<file path="src/rtl/booth_mul_arbiter.sv">
// booth_mul_arbiter: round-robin sharing of one signed Booth multiplier among NREQ clients.
// Optional WAIT-state watchdog: define BOOTH_ARB_TIMEOUT_EN to enable it.

module booth_mul_arbiter #(
  parameter int NREQ       = 4,
  parameter int WIDTH      = 5,
  parameter int TMO_CYCLES = 64
) (
  input  logic                    clk,
  input  logic                    rst,
  input  logic [NREQ-1:0]         req,
  input  logic [NREQ*WIDTH-1:0]   opa,
  input  logic [NREQ*WIDTH-1:0]   opb,
  output logic [NREQ-1:0]         gnt,
  output logic [NREQ-1:0]         rsp_valid,
  output logic [2*WIDTH-1:0]      rsp_data,
  output logic                    rsp_err,
  output logic                    busy,
  output logic                    mul_start,
  output logic [WIDTH-1:0]        mul_inbus,
  input  logic                    mul_ready,
  input  logic                    mul_done,
  input  logic [2*WIDTH-1:0]      mul_result,
  output logic [2:0]              state_dbg
);

  // Handshakes: a client holds req and its operands until its one-cycle gnt pulse.
  // A job is accepted only in IDLE with mul_ready=1; mul_start carries X, the next
  // cycle carries Y, and the multiplier answers with a mul_done pulse in WAIT.

  localparam int IW = (NREQ > 1) ? $clog2(NREQ) : 1;

  localparam logic [2:0] S_IDLE  = 3'd0;
  localparam logic [2:0] S_START = 3'd1;
  localparam logic [2:0] S_LOADY = 3'd2;
  localparam logic [2:0] S_WAIT  = 3'd3;
  localparam logic [2:0] S_RESP  = 3'd4;

  if (NREQ < 2 || NREQ > 8 || TMO_CYCLES < 1 || TMO_CYCLES > 65535) begin : g_bad_params
    $error("booth_mul_arbiter: parameter out of range");
  end

  logic [2:0]         state;
  logic [IW-1:0]      ptr;
  logic [IW-1:0]      idx;
  logic [IW-1:0]      win;
  logic [IW-1:0]      cand;
  logic               found;
  logic [WIDTH-1:0]   xq;
  logic [WIDTH-1:0]   yq;
  logic [2*WIDTH-1:0] prod_q;
  logic [NREQ-1:0]    onehot;
  logic               tmo_hit;

  // First asserted request at or after the pointer, wrapping around.
  always_comb begin
    found = 1'b0;
    win   = '0;
    cand  = '0;
    for (int k = 0; k < NREQ; k++) begin
      cand = (int'(ptr) + k >= NREQ) ? IW'(int'(ptr) + k - NREQ) : IW'(int'(ptr) + k);
      if (!found && req[cand]) begin
        found = 1'b1;
        win   = cand;
      end
    end
  end

  always_ff @(posedge clk or negedge rst) begin
    if (!rst) begin
      state  <= S_IDLE;
      ptr    <= '0;
      idx    <= '0;
      xq     <= '0;
      yq     <= '0;
      prod_q <= '0;
    end else begin
      case (state)
        S_IDLE: begin
          if (found && mul_ready) begin
            idx   <= win;
            xq    <= opa[win*WIDTH +: WIDTH];
            yq    <= opb[win*WIDTH +: WIDTH];
            state <= S_START;
          end
        end
        S_START: begin
          ptr   <= (idx == IW'(NREQ - 1)) ? '0 : idx + IW'(1);
          state <= S_LOADY;
        end
        S_LOADY: state <= S_WAIT;
        S_WAIT: begin
          if (mul_done) begin
            prod_q <= mul_result;
            state  <= S_RESP;
          end else if (tmo_hit) begin
            prod_q <= '0;
            state  <= S_RESP;
          end
        end
        S_RESP:  state <= S_IDLE;
        default: state <= S_IDLE;
      endcase
    end
  end

`ifdef BOOTH_ARB_TIMEOUT_EN
  localparam logic [15:0] TMO_LAST = 16'(TMO_CYCLES - 1);

  logic [15:0] tmo_cnt;
  logic        err_q;

  // Counter reads 0 in the first WAIT cycle, so the abort lands after TMO_CYCLES WAIT cycles.
  assign tmo_hit = (tmo_cnt == TMO_LAST);

  always_ff @(posedge clk or negedge rst) begin
    if (!rst) begin
      tmo_cnt <= '0;
      err_q   <= 1'b0;
    end else if (state == S_LOADY) begin
      tmo_cnt <= '0;
      err_q   <= 1'b0;
    end else if (state == S_WAIT && !mul_done) begin
      tmo_cnt <= tmo_cnt + 16'd1;
      if (tmo_hit) err_q <= 1'b1;
    end
  end

  assign rsp_err = (state == S_RESP) && err_q;
`else
  assign tmo_hit = 1'b0;
  assign rsp_err = 1'b0;
`endif

  // Outputs decode only registered state, so nothing combinational runs from req to gnt.
  always_comb begin
    onehot      = '0;
    onehot[idx] = 1'b1;
    gnt         = (state == S_START) ? onehot : '0;
    rsp_valid   = (state == S_RESP) ? onehot : '0;
    rsp_data    = (state == S_RESP) ? prod_q : '0;
    mul_start   = (state == S_START);
    busy        = (state != S_IDLE);
    mul_inbus   = '0;
    if (state == S_START) mul_inbus = xq;
    if (state == S_LOADY) mul_inbus = yq;
  end

  assign state_dbg = state;

endmodule

</file>
<file path="config.mk">
export PLATFORM = sky130hd
export DESIGN_NAME = booth_mul_arbiter
export DESIGN_NICKNAME = d
export VERILOG_FILES = /design/src/rtl/booth_mul_arbiter.sv
export SDC_FILE = /design/constraint.sdc
export NUM_CORES = 1
export LEC_CHECK = 0
export CAP_MARGIN = 25
export CORE_MARGIN = 10
export CORE_UTILIZATION = 40
export CTS_BUF_LIST = sky130_fd_sc_hd__clkbuf_8
export DETAILED_ROUTE_END_ITERATION = 16
export PLACE_DENSITY = 0.79
export SLEW_MARGIN = 0
export SYNTH_ARGS = -nofsm -noshare
export SYNTH_HDL_FRONTEND = slang
export SYNTH_SLANG_ARGS = --single-unit
export TNS_END_PERCENT = 100
</file>
<file path="constraint.sdc">
create_clock -name clk -period 2 [get_ports clk]
set_input_delay 0.2 -clock clk [delete_from_list [all_inputs] [get_ports clk]]
set_output_delay 0.2 -clock clk [all_outputs]
set_load 0.02 [all_outputs]
</file>
After elaboration in Yosys (flattened, before gate mapping). Cells that the tools add are included.

Register bits: 27. Latch bits: 0. RAM bits: 0. Bits in read-only memories: 0. Input bits: 58. Output and inout bits: 29. Word-level logic and storage cells: 78. Memories: 0.

Add/subtract/negate cells: 8. Multipliers: 1. Divide/modulo/power cells: 0. Order comparisons: 10. Equality and inequality tests: 7. Shift-type cells: 2. Multiplexer cells: 31. Bitwise gates (word level): 0. Reduce and logical (&&, ||, !) cells: 13.

Operators by type and width (number): $shiftx 20x6->5 (2); $mux 2 (9); $lt 2x3->1 const B (5); $pmux 3 s4 (1); $mux 10 (1); $mux 5 (2); $ge 3x3->1 const B (3); $mux 1 (9); $bmux 1 s2 (4); $mux 4 (2); $sub 2x1->2 const B (4); $add 2x2->3 const B (2); $eq 3x2->1 const B (2); $mux 3 (2); $reduce_and 2->1 (3); $logic_and 1x1->1 (5); $mul 2x3->5 const B (1); $ne 2x2->1 const B (2); $add 2x1->3 const B (1); $eq 3x1->1 const B (1); $eq 3x3->1 const B (1); $ge 2x3->1 const B (1); $logic_not 1->1 (3); $logic_not 3->1 (1); other kinds (5) (5).

Longest topological paths before layout. Gate-level depths: netlist of the first run.

Depth after elaboration: 17. Depth in mapped cells: 7. Mapped depth without buffers: 5.

Worst setup path after synthesis of the first run. OpenSTA, ideal clock, no wires.

Kind: register to register. Start: reg state[1] (netlist: state_dbg[1]). End: reg xq[0]. Setup time: 0.080 ns. Arrival: 1.760 ns. Required time: 1.920 ns. Setup slack: 0.160 ns. Stages on the path, launching flop included: 7. Buffers on the path: 2. Clock period less this slack: 1.840 ns. Cells stage by stage: dfrtp_1 -> or3_4 -> or2_1 -> buf_6 -> buf_6 -> a211o_1 -> o211ai_2.

Word-level cells in the longest chain between the ends: 2.

Ends and longest elaborated chain: start: declaration (line 43) `logic [2:0] state;`; start signal: assignment (line 71) `state <= S_IDLE;`; start signal: assignment (line 84) `state <= S_START;`; start signal: assignment (line 89) `state <= S_LOADY;`; $logic_not 3->1 (line 78) `case (state)`; $reduce_and 2->1 (no line); end signal: assignment (line 82) `xq <= opa[win*WIDTH +: WIDTH];`; end: declaration (line 49) `logic [WIDTH-1:0] xq;`.

Every way passes these cells. A chain may end at the register's enable or synchronous reset.

Worst setup path in the final report of the first run.
Start: reg state[0] (netlist: state_dbg[0]). End: out busy.

Word-level cells in the longest chain between the ends: 1.

Ends and longest elaborated chain: $reduce_bool 3->1 (line 143) `busy = (state != S_IDLE);`; end: declaration (line 18) `output logic busy,`.

Every way passes these cells.

==> results of run 1 <==
-- worst paths after layout --
kind | from | to | slack, ps
setup / recovery | state_dbg[0]$_DFFE_PN0P_ | busy | 110
max in group asynchronous | rst | state_dbg[0]$_DFFE_PN0P_ | 1420
setup reg to reg | state_dbg[0]$_DFFE_PN0P_ | yq[4]$_DFFE_PN0P_ | 190
hold reg to reg | prod_q[3]$_DFFE_PN0P_ | prod_q[3]$_DFFE_PN0P_ | 480
hold / removal | rst | prod_q[2]$_DFFE_PN0P_ | 300
min in group clk | mul_result[2] | prod_q[2]$_DFFE_PN0P_ | 450
-- metrics by stage --
stage,setup TNS (ps),total power [W]
2_1_floorplan,0,0.00207
3_3_place_gp,0,0.00276
3_5_place_dp,-101,0.00281
4_1_cts,0,0.00309
5_1_grt,0,0.00333
6_report,0,0.00307
-- worst register-to-register path, stage by stage (launching register included) --
cell      delay, ps
dfrtp_2         470
or3_4           400
or2_1           300
buf_4           210
a211o_1         290
o211ai_2         70
-- logic make-up after synthesis --
| group | count (synthesis) |
|---|---|
| fa+ha+maj | 4 |
| flops | 27 |
| compound gates | 45 |
| other cells | 1 |
| mux | 13 |
| simple gates | 95 |
| buf+inv | 24 |
-- layout make-up --
cell class | instances | area, um^2
Inverter | 5 | 18.8
Timing Repair Buffer | 103 | 972
Tap cell | 52 | 65.1
Sequential cell | 27 | 677
Clock inverter | 1 | 7.51
Multi-Input combinational cell | 158 | 1060
Fill cell | 385 | 1570
Clock buffer | 3 | 41.3
-- power by group through the flow --
stage	combinational (W)	clock (W)	sequential (W)
2_1_floorplan	0.00111	0	0.000962
3_3_place_gp	0.00178	0	0.000975
3_5_place_dp	0.00182	0	0.000987
4_1_cts	0.00178	0.000330	0.000982
5_1_grt	0.00195	0.000356	0.00103
6_report	0.00177	0.000322	0.000984
-- metal layers --
| layer | track usage (%) | vias up |
|---|---|---|
| met1 | 17.1 | 848 |
| met3 | 5.01 | 12 |
| met5 | 0 | - |
| li1 | - | 920 |
| met2 | 25.3 | 56 |
| met4 | 5.14 | 0 |
-- placed cells by master, fill, tap and decap left out, drive strengths merged --
cell / n
nor2: 10
and2b: 1
dfrtp: 27
nand4: 10
clkinvlp: 1
mux2i: 11
buf: 18
or3: 1
clkdlybuf4s50: 61
nand2b: 2
mux2: 2
a21o: 1
o41ai: 1
o21ai: 3
a22oi: 5
conb: 1
a21oi: 4
nand3: 2
nor3b: 1
o211ai: 10
a211o: 10
o31ai: 10
dlymetal6s2s: 1
or2: 3
nor2b: 2
nand2: 43
o2bb2ai: 1
nor3: 1
dlygate4sd2: 23
and2: 4
inv: 5
ha: 4
clkbuf: 3
and3: 15
-- state kept, by name, indices dropped and copies added, names as in the netlist --
register   cells
idx            2
prod_q        10
ptr            2
state_dbg      3
xq             5
yq             5
-- timing repair --
item,4_1_cts,5_1_grt
hold endpoints to repair,0,0
resized for setup,26,1
endpoints found under the setup margin,24,1
==> out/qor.csv, run 1 <==
stage,metric,value,unit
routing,initial DRC count,84,
worst_setup_path,CP bufs+invs,1,
routing,Post-DRT Antenna Nets,0,
place,Post-DP Area,2810,um^2
logic_synthesis,sequential area share after synthesis,36.5,%
worst_setup_path,Crit path depth,2,
min_path,Hold Crit Class,input port to asynchronous set/reset pin,
clock_tree,H-tree Lvls,1,
pwr,clock group share of total power,10.5,%
routing,routed wl met3,428,um
logic_synthesis,adder and majority gate portion of the synthesized area,2.70,%
clock_tree,Worst-Skew Late Latency,270,ps
timing,fin. max-slew vios,0,
worst_setup_path,Startpoint Class,flop,
die,die area,7750,um^2
routing,WL per Instance,16.7,um
routing,DR pass1 iterations,4,
clock_tree,TritonCTS clock tree,done,
layout,Final Util,64.3,%
worst_setup_path,CP peak stage delay,560,ps
pwr,LEAKAGE,1.44,nW
pwr,Sw Ratio,42.8,%
clock_tree,clk sinks,27,
global_route,GRT Overall Usage,14.9,%
worst_setup_path,Top Family by Delay on Critical Path,buffers and inverters,
layout,Final Non-Filler Cells,349,
worst_setup_path,"Arr. time, crit path",1690,ps
logic_synthesis,post-synth top area cell,dfrtp_1,
pwr,peak supply drop,0.537,mV
place,port bufs,85,
timing,Fin Hold WS,303,ps
global_route,number of global-route vias before repair,1995,
logic_synthesis,Syn Nets,271,
place,RD Place Congestion,0.843,
worst_setup_path,critical path cell sequence,or3_4 -> clkdlybuf4s50_1,
routing,Via density,5.26,
logic_synthesis,Compound-Gate Fraction of Synth Area,20.8,%
die,die extent in x,88.0,um
global_route,first-pass GRT wire length,9.43,mm
routing,Routed WL,5.83,mm
routing,met2 routed WL,2.86,mm
layout,fin nets,360,
place,placed instance count,345,
routing,DR DRC count,0,
clock_tree,hold-fix buffer count after cts,0,
clock_tree,clock buffer depth,2,
timing,final worst slack,106,ps
logic_synthesis,most common cell in the netlist,nand2_1,
logic_synthesis,synth cell count leaders,"nand2_1, dfrtp_1, and3_1",
die,# IOs,87,
logic_synthesis,Synth Warn #,0,
layout,"Design Area, Final",2840,um^2
worst_setup_path,critical path class,flop to output pin,
logic_synthesis,largest family of logic cells by synthesized area,simple AND/OR/NAND/NOR gates,
die,core box area,4410,um^2
timing,ratio of final minimum period to clock period,94.7,%
pwr,Int Pwr,0.00176,W
worst_setup_path,CP Max Fanout,8,
place,pre-CTS setup slack,-30.1,ps
logic_synthesis,Mapped Avg Cell Area,8.85,um^2
die,Die Y,88.0,um
logic_synthesis,Post-Synthesis Cells,209,
flow_run,maxcap violations,0,
logic_synthesis,XOR/XNOR share of the synthesized area,0,%
logic_synthesis,mux share of post-synthesis cell area,7.37,%
logic_synthesis,Post-Syn Area,1850,um^2
layout,diode count,0,
logic_synthesis,"top cells by area, synth","dfrtp_1, nand2_1, o211ai_2",
timing,unrepaired setup endpoints after global routing,false,
logic_synthesis,Most used DFF post-synth,dfrtp_1,
pwr,Cell Pwr Density,1080,nW/um^2
logic_synthesis,Synth Area in Simple Gates,25.8,%
clock_tree,Worst-path clk slew,100,ps
logic_synthesis,Synth async-reset ratio,100,%
global_route,GRT overflow,0,
place,post-DP HPWL,4.70,mm
clock_tree,clk root buf,clkbuf_8,
timing,Fmax achieved,0.528,GHz
global_route,antenna violations before repair,0,
routing,DR top layer,met4,
timing,Final Hold Fails,0,
pwr,Sequential Power Share,32.0,%
logic_synthesis,area share of the largest cell type after synthesis,36.5,%
worst_setup_path,worst path required time,1800,ps
routing,vias,1836,
clock_tree,TritonCTS Buffers,3,
worst_setup_path,slowest CP cell,clkdlybuf4s50_1,
worst_setup_path,Setup crit end kind,output pin,
timing,Tmin final,1890,ps
die,Rows,24,
logic_synthesis,"EDFF count, synth",0,
die,Initial Utilization,41.9,%
worst_setup_path,R2R depth,5,
timing,Setup Skew,2.31,ps
layout,share of layout cells above drive strength 1,14.1,%
pwr,Sw Pwr,0.00132,W
logic_synthesis,synth unique cells,38,
pwr,combinational power share,57.5,%
global_route,largest net degree at the start of global routing,28,
clock_tree,Post-CTS Setup Inserts,0,
logic_synthesis,"FF+latch count, synth",27,
run_status,status,"complete, no violations",
routing,DRT met1 WL,2.38,mm
layout,Layout area overhead,53.5,%
timing,# setup viols final,0,
(Power assumes the default switching activity.)
==> run 2: changes to the inputs <==
- PLACE_DENSITY: 0.79 -> 0.78
==> run 2 against run 1 <==
- setup slack got worse by 8.9 ps
- wire length rose by 0.14%
- critical path depth did not move
- register-to-register slack got worse by 20 ps
- clock power fell by 4%
- cell count did not move
- hold slack got worse by 16 ps
- largest cell class unchanged
==> out/qor.csv, run 2 (synthesis results as in run 1) <==
stage,metric,value,unit,change
clock_tree,Worst-Skew Late Latency,270,ps,about the same
global_route,GRT Overall Usage,14.9,%,-0.022 points
worst_setup_path,"Arr. time, crit path",1700,ps,about the same
clock_tree,TritonCTS Buffers,3,,unchanged
die,die area,7750,um^2,unchanged
global_route,number of global-route vias before repair,1938,,-2.9%
worst_setup_path,slowest CP cell,clkdlybuf4s50_1,,
routing,WL per Instance,16.7,um,+0.14%
clock_tree,clock buffer depth,2,,unchanged
layout,fin nets,360,,unchanged
pwr,Cell Pwr Density,1080,nW/um^2,-0.48%
clock_tree,clk sinks,27,,unchanged
timing,ratio of final minimum period to clock period,95.1,%,+0.44 points
global_route,largest net degree at the start of global routing,28,,unchanged
routing,DR pass1 iterations,4,,unchanged
die,Initial Utilization,41.9,%,unchanged
clock_tree,hold-fix buffer count after cts,0,,unchanged
routing,vias,1859,,+1.3%
routing,Routed WL,5.83,mm,+0.14%
layout,diode count,0,,unchanged
clock_tree,H-tree Lvls,1,,unchanged
timing,Fmax achieved,0.526,GHz,-0.47%
routing,Via density,5.33,,+1.3%
timing,Fin Setup TNS,0,ps,unchanged
pwr,LEAKAGE,1.42,nW,-1.5%
layout,Largest register FFs,10,,unchanged
place,port bufs,85,,unchanged
layout,share of layout cells above drive strength 1,13.8,%,-0.34 points
worst_setup_path,Critical path origin,state_dbg[1]$_DFFE_PN0P_,,
layout,most frequent cells in the layout,"clkdlybuf4s50_1, nand2_1, dfrtp_1",,
timing,Setup Skew,2.01,ps,-0.293 ps
timing,# setup viols final,0,,unchanged
die,Die Y,88.0,um,unchanged
timing,unrepaired setup endpoints after global routing,false,,
clock_tree,Worst-path clk slew,90,ps,about the same
worst_setup_path,Startpoint Class,flop,,
routing,DR DRC count,0,,unchanged
timing,Final Hold Fails,0,,unchanged
routing,initial DRC count,93,,+11%
global_route,GRT overflow,0,,unchanged
worst_setup_path,Setup crit end kind,output pin,,
layout,"commonest non-fill, non-tap cell in the layout",clkdlybuf4s50_1,,
place,RD Place Congestion,0.829,,-1.7%
timing,Tmin final,1900,ps,+8.85 ps
global_route,first-pass GRT wire length,9.52,mm,+1.0%
layout,largest registers,"prod_q x10, xq x5, yq x5",,
routing,Post-DRT Antenna Nets,0,,unchanged
clock_tree,clk root buf,clkbuf_8,,
run_status,status,"complete, no violations",,
die,# IOs,87,,unchanged
worst_setup_path,CP peak stage delay,560,ps,about the same
clock_tree,TritonCTS clock tree,done,,
clock_tree,Post-CTS Setup Inserts,0,,unchanged
worst_setup_path,worst path required time,1800,ps,about the same
timing,fin. max-slew vios,0,,unchanged
worst_setup_path,CP Max Fanout,7,,-1
min_path,Hold Crit Class,input port to asynchronous set/reset pin,,
worst_setup_path,critical path class,flop to output pin,,
die,Rows,24,,unchanged
timing,Fin Hold WS,288,ps,-15.7 ps
layout,largest register by flop count,prod_q,,
pwr,peak supply drop,0.546,mV,+1.7%
worst_setup_path,FF-to-FF Start,state_dbg[1]$_DFFE_PN0P_,,
global_route,antenna violations before repair,0,,unchanged
die,core box area,4410,um^2,unchanged
worst_setup_path,critical path cell sequence,or3_4 -> clkdlybuf4s50_1,,
pwr,Pwr Total,0.00305,W,-0.61%
flow_run,maxcap violations,0,,unchanged
layout,Final Util,64.3,%,-0.085 points
place,post-DP HPWL,4.73,mm,+0.61%
die,die extent in x,88.0,um,unchanged
layout,Layout area overhead,53.3,%,
-- run 2: cell types whose count changed in the layout (fill, tap and decap cells not counted) --
cell | previous run | this run
clkinv_2 | 0 | 1
clkdlybuf4s15_1 | 0 | 4
dlymetal6s2s_1 | 1 | 0
dlygate4sd2_1 | 23 | 20
nor2b_2 | 2 | 1
nor2b_1 | 0 | 1
clkinvlp_4 | 1 | 0
-- run 2: metrics by stage --
| step | setup WS, ps | instances | instance area [um^2] |
|---|---|---|---|
| 6_report | 97.6 | 349 | 2840 |
| 5_1_grt | 10.8 | 349 | 2840 |
| 4_1_cts | 81.2 | 349 | 2830 |
| 3_5_place_dp | -14.8 | 345 | 2810 |
| 3_3_place_gp | 42.4 | 345 | 2810 |
| 2_1_floorplan | 160 | 209 | 1850 |
-- run 2: final timing paths --
path	end	slack, ps	cells after the start
max in group asynchronous	state_dbg[0]$_DFFE_PN0P_	1440	2
worst max register to register	xq[2]$_DFFE_PN0P_	170	5
min in group clk	prod_q[9]$_DFFE_PN0P_	450	3
worst min register to register	prod_q[0]$_DFFE_PN0P_	480	2
worst max-delay path	busy	100	2
worst min-delay path	prod_q[5]$_DFFE_PN0P_	290	2
-- run 2: repair_timing --
| action | 4_1_cts | 5_1_grt |
|---|---|---|
| gates resized for setup | 25 | 5 |
| cloned | 0 | 0 |
| endpoints found under the hold margin | 0 | 0 |
| setup endpoints to repair | 24 | 5 |
-- run 2: per-layer routing --
metal | global-route usage [%] | part of all wire [%] | up-vias
met4 | 3.42 | 1.3 | 0
met5 | 0 | 0 | -
met3 | 4.92 | 7.7 | 6
met2 | 26.1 | 50 | 61
li1 | - | - | 917
met1 | 17.1 | 40 | 875
-- run 2: area by class of cell --
class | instances | area [um^2]
clock buffer | 3 | 41.3
clock inverter | 1 | 5.00
fill | 392 | 1580
inverter | 5 | 18.8
multi-input combinational | 158 | 1060
sequential | 27 | 677
tap | 52 | 65.1
timing repair buffer | 103 | 973
-- run 2: critical path, delay by kind of cell, from the launching register on --
kind                   cells  cell delay, ps
and+or+nand+nor            1             410
buffers and inverters      1             560
DFF                        1             460
-- run 2: power by group --
part	switching (W)	internal, W	leakage, nW
Sequential	0.000190	0.000798	0.336
Combinational	0.000947	0.000808	1.06
Clock	0.000171	0.000139	0.0255
==> run 3: changes to the inputs <==
- CAP_MARGIN: 25 -> 30
==> results of run 3 <==
Same layout as run 2: the final DEF is identical, and so are final timing and power.
==> RTL edit 1, RTL diff (config.mk and constraints of run 3) <==
`NREQ`: 4 -> 2.
--- a/src/rtl/booth_mul_arbiter.sv
+++ b/src/rtl/booth_mul_arbiter.sv
@@ -2,7 +2,7 @@
 // Optional WAIT-state watchdog: define BOOTH_ARB_TIMEOUT_EN to enable it.
 
 module booth_mul_arbiter #(
-  parameter int NREQ       = 4,
+  parameter int NREQ       = 2,
   parameter int WIDTH      = 5,
   parameter int TMO_CYCLES = 64
 ) (
Ports: changed (5 resized); port bits go from 87 to 61. No check against the original RTL was run, so the function may have changed too.
==> RTL edit 1 against run 3 <==
- register-to-register slack improved by 0.13 ns
- critical path depth increased by 2
- highest routed layer unchanged
- power decreased by 15%
- sequential cell count decreased by 2
- area after synthesis decreased by 26%
- synthesized cell count decreased by 34%
- global-route usage decreased by 2.2 points
- first-iteration DRC count decreased by 44%
- via count decreased by 32%
- wire length decreased by 34%
- clock power decreased by 2%
- die area decreased by 20%
- design area decreased by 27%
- setup slack improved by 0.17 ns
==> RTL edit 1: results (changes against run 3) <==
status: "finished, final reports clean"
skew_ns: 0.00784  # +0.00583 ns
synth-seq-area-share_pct: 45.7  # +9.2 points
hold_slack_ns: 0.291  # +0.00304 ns
wl_microns: 3870  # -34%
dpl_cell_area_sq_mm: 0.00202  # -28%
async_flop_share_pct: 100  # unchanged
wl_met3_microns: 339  # -25%
crit_arrival_ns: 1.54  # -0.16 ns
drive_gt1_share_pct: 14.8  # +0.99 points
ys_top_cells_by_count: "25 x dfrtp_1, 12 x a21oi_1, 12 x and3_1"
synth_area_leaders: "dfrtp_1 46%, mux2_4 9.9%, and3_1 5.5%"
met2WireLength_microns: 1940  # -34%
drt-initial-drc-count: 52  # -44%
grt_pass1_wl_microns: 6520  # -32%
worstPathMaxFanout: 12  # +5
vias: 1266  # -32%
wl_met1_microns: 1560  # -34%
synth_nets: 173  # -36%
crit_path_max_incr_delay_ns: 0.44  # -0.12 ns
grt_pass1_vias: 1353  # -30%
port_buffers: 59  # -31%
crit_path_top_delay_cell: "dfrtp_1"
r2r_slack_ns: 0.30  # +0.13 ns
p_leak_nw: 1.04  # -27%
grtUsageTotal_pct: 12.7  # -2.2 points
dr.pass1.iters: 5  # +1
worstReg2RegEnd: "idx"
gp_congestion: 0.853  # +2.9%
peakVddDrop_v: 0.000480  # -12%
grt_max_degree: 26  # -7.1%
RTL edit 1: power by group:
part / internal (mW) / switching (mW) / leakage (nW) / total (mW)
Clock: 0.141 / 0.164 / 0.0217 / 0.305
Sequential: 0.758 / 0.175 / 0.288 / 0.933
Combinational: 0.682 / 0.673 / 0.727 / 1.36
Total: 1.58 / 1.01 / 1.04 / 2.59
RTL edit 1: logic make-up after synthesis:
family,count (synthesis),share of synthesized area (%)
simple gates,43,19.4
compound gates,39,16.4
flops,25,45.7
buf+inv,18,6.76
mux,11,11.5
other cells,1,0.274
RTL edit 1: routing by layer:
metal	track usage [%]	vias up
li1	-	607
met1	13.8	601
met2	22.6	54
met3	4.78	4
met4	3.23	0
met5	0	-
RTL edit 1: worst max-delay path by stage:
stage / slack [ns] / start / depth (start not counted) / endpoint
after CTS: 0.006 / state_dbg[1] / 4 / mul_inbus[3]
after global placement: 0.21 / state_dbg[1] / 4 / mul_inbus[4]
after global routing: 0.12 / state_dbg[1] / 4 / mul_inbus[4]
final: 0.26 / state_dbg[1] / 4 / rsp_data[7]
after floorplan: 0.39 / state_dbg[2] / 2 / gnt[0]
after detailed placement: 0.17 / state_dbg[1] / 4 / mul_inbus[4]
RTL edit 1: final cells by class:
type	instances	area, sq um
flip-flops and latches	25	627
clock inverters	1	7.51
inverters	4	15.0
clock buffers	3	41.3
well taps	46	57.6
fillers	328	1250
multi-input cells	94	654
repair buffers	69	658
RTL edit 1: timing repair:
item                                    in CTS  in global routing
endpoints found under the setup margin      14                  5
resized for setup                           18                  5
hold buffers                                 0                  0
endpoints found under the hold margin        0                  0
RTL edit 1: metrics by stage:
stage | setup WS [ns] | std cells
floorplan | 0.393 | 137
global placement | 0.208 | 238
detailed placement | 0.171 | 238
CTS | 0.00628 | 242
global route | 0.125 | 242
finish | 0.263 | 242
==> RTL edit 2, RTL diff (settings of run 3) <==
Without the edit above. Register the output `state_dbg` once more, cleared by the reset; this adds one clock of latency there. The other outputs are not delayed to match.
--- a/src/rtl/booth_mul_arbiter.sv
+++ b/src/rtl/booth_mul_arbiter.sv
@@ -146,7 +146,13 @@
     if (state == S_LOADY) mul_inbus = yq;
   end
 
-  assign state_dbg = state;
+  always_ff @(posedge clk or negedge rst) begin
+    if (!rst) begin
+      state_dbg <= '0;
+    end else begin
+      state_dbg <= state;
+    end
+  end
 
 endmodule
 
Function: changed (a bounded check fails within 4 cycles, from zero or initial values and one cycle with rst low).
==> RTL edit 2 against run 3 <==
- area after synthesis grew 4.1%
- largest power group unchanged
- design area grew 4.2%
- wire length grew 1.7%
- clock power grew 66%
- global-route usage grew 0.067 points
- setup slack lost 0.011 ns
- sequential cell count grew 3
- die area grew 3.1%
- power grew 9.6%
==> RTL edit 2: results (changes against run 3) <==
clockBufferDepth: 2  # unchanged
wl_per_cell_microns: 16.6  # -0.58%
synth_area_leaders: "dfrtp_1 39%, nand2_1 8.4%, o211ai_2 6.5%"
worstReg2RegEnd: "yq[3]"
grt_pass1_wl_microns: 9400  # -1.3%
min_period_over_period_pct: 95.7  # +0.53 points
vias: 1847  # -0.65%
worstPathMaxFanout: 8  # +1
intPower_mw: 1.97  # +13%
peakVddDrop_v: 0.000584  # +6.9%
reg_top3: "prod_q: 10 flops, xq: 5 flops, yq: 5 flops"
synth_xor_xnor_area_share_pct: 0  # unchanged
async_flop_share_pct: 100  # unchanged
r2r_slack_ns: 0.22  # +0.05 ns
crit_family: "buffers and inverters"
grtUsageTotal_pct: 14.9  # +0.067 points
hpwlAfterDp_microns: 4710  # -0.28%
drive_gt1_share_pct: 13.9  # +0.057 points
cts_resized: 23  # -8.0%
synth_nets: 274  # +1.1%
muxShareOfSynthArea_pct: 7.08  # -0.29 points
p_leak_nw: 1.51  # +6.6%
ys_top_cells_by_count: "43 x nand2_1, 30 x dfrtp_1, 15 x and3_1, 11 x mux2i_1"
synth-seq-area-share_pct: 39.0  # +2.5 points
stdcell_count: 357  # +2.3%
synthAdderAreaFrac_pct: 2.60  # -0.11 points
dpl_cell_area_sq_mm: 0.00288  # +2.5%
n_fill_cell: 394  # +0.51%
pre_cts_ws_ns: 0.0315  # +0.0463 ns
crit_path_start: "state[0]"
hold_slack_ns: 0.301  # +0.0130 ns
placed_cells: 349  # +1.2%
clock_latency_ns: 0.29  # +0.02 ns
htree_levels: 2  # +1
hold_path.class: "input pin to async pin"
status: "finished, final reports clean"
grt_max_degree: 31  # +11%
reg2reg_depth: 5  # unchanged
worstSetupEndpoint: "busy"
skew_ns: 0.0107  # +0.00866 ns
synth_compound_area_share_pct: 20.0  # -0.81 points
gp_congestion: 0.789  # -4.8%
grt_pass1_vias: 2042  # +5.4%
synth.avg_cell_area_sq_um: 9.08  # +2.6%
cts_buffers: 5  # +2
clk_pin_slew_ns: 0.07  # -0.02 ns
drt-initial-drc-count: 135  # +45%
RTL edit 2: layout make-up:
type / count / area (sq um) / share of cell area, %
clock buffers: 6 / 82.6 / 2.79
well taps: 54 / 67.6 / 2.29
clock inverters: 2 / 12.5 / 0.423
multi-input cells: 158 / 1060 / 35.7
flip-flops and latches: 30 / 751 / 25.4
inverters: 5 / 18.8 / 0.635
repair buffers: 102 / 968 / 32.8
RTL edit 2: layer usage:
metal  wire length (microns)  share of wire (%)  track usage, %
met3                     298                5.0            3.65
met5                       0                  0               0
met4                      89                1.5            5.64
met1                    2460                 42            16.1
met2                    3080                 52            27.4
RTL edit 2: power by group through the flow:
stage	clock, mW	combinational, mW	sequential [mW]
after CTS	0.524	1.76	1.08
final	0.514	1.75	1.08
after floorplan	0	1.11	1.06
after global routing	0.556	1.93	1.12
after global placement	0	1.78	1.07
after detailed placement	0	1.82	1.09
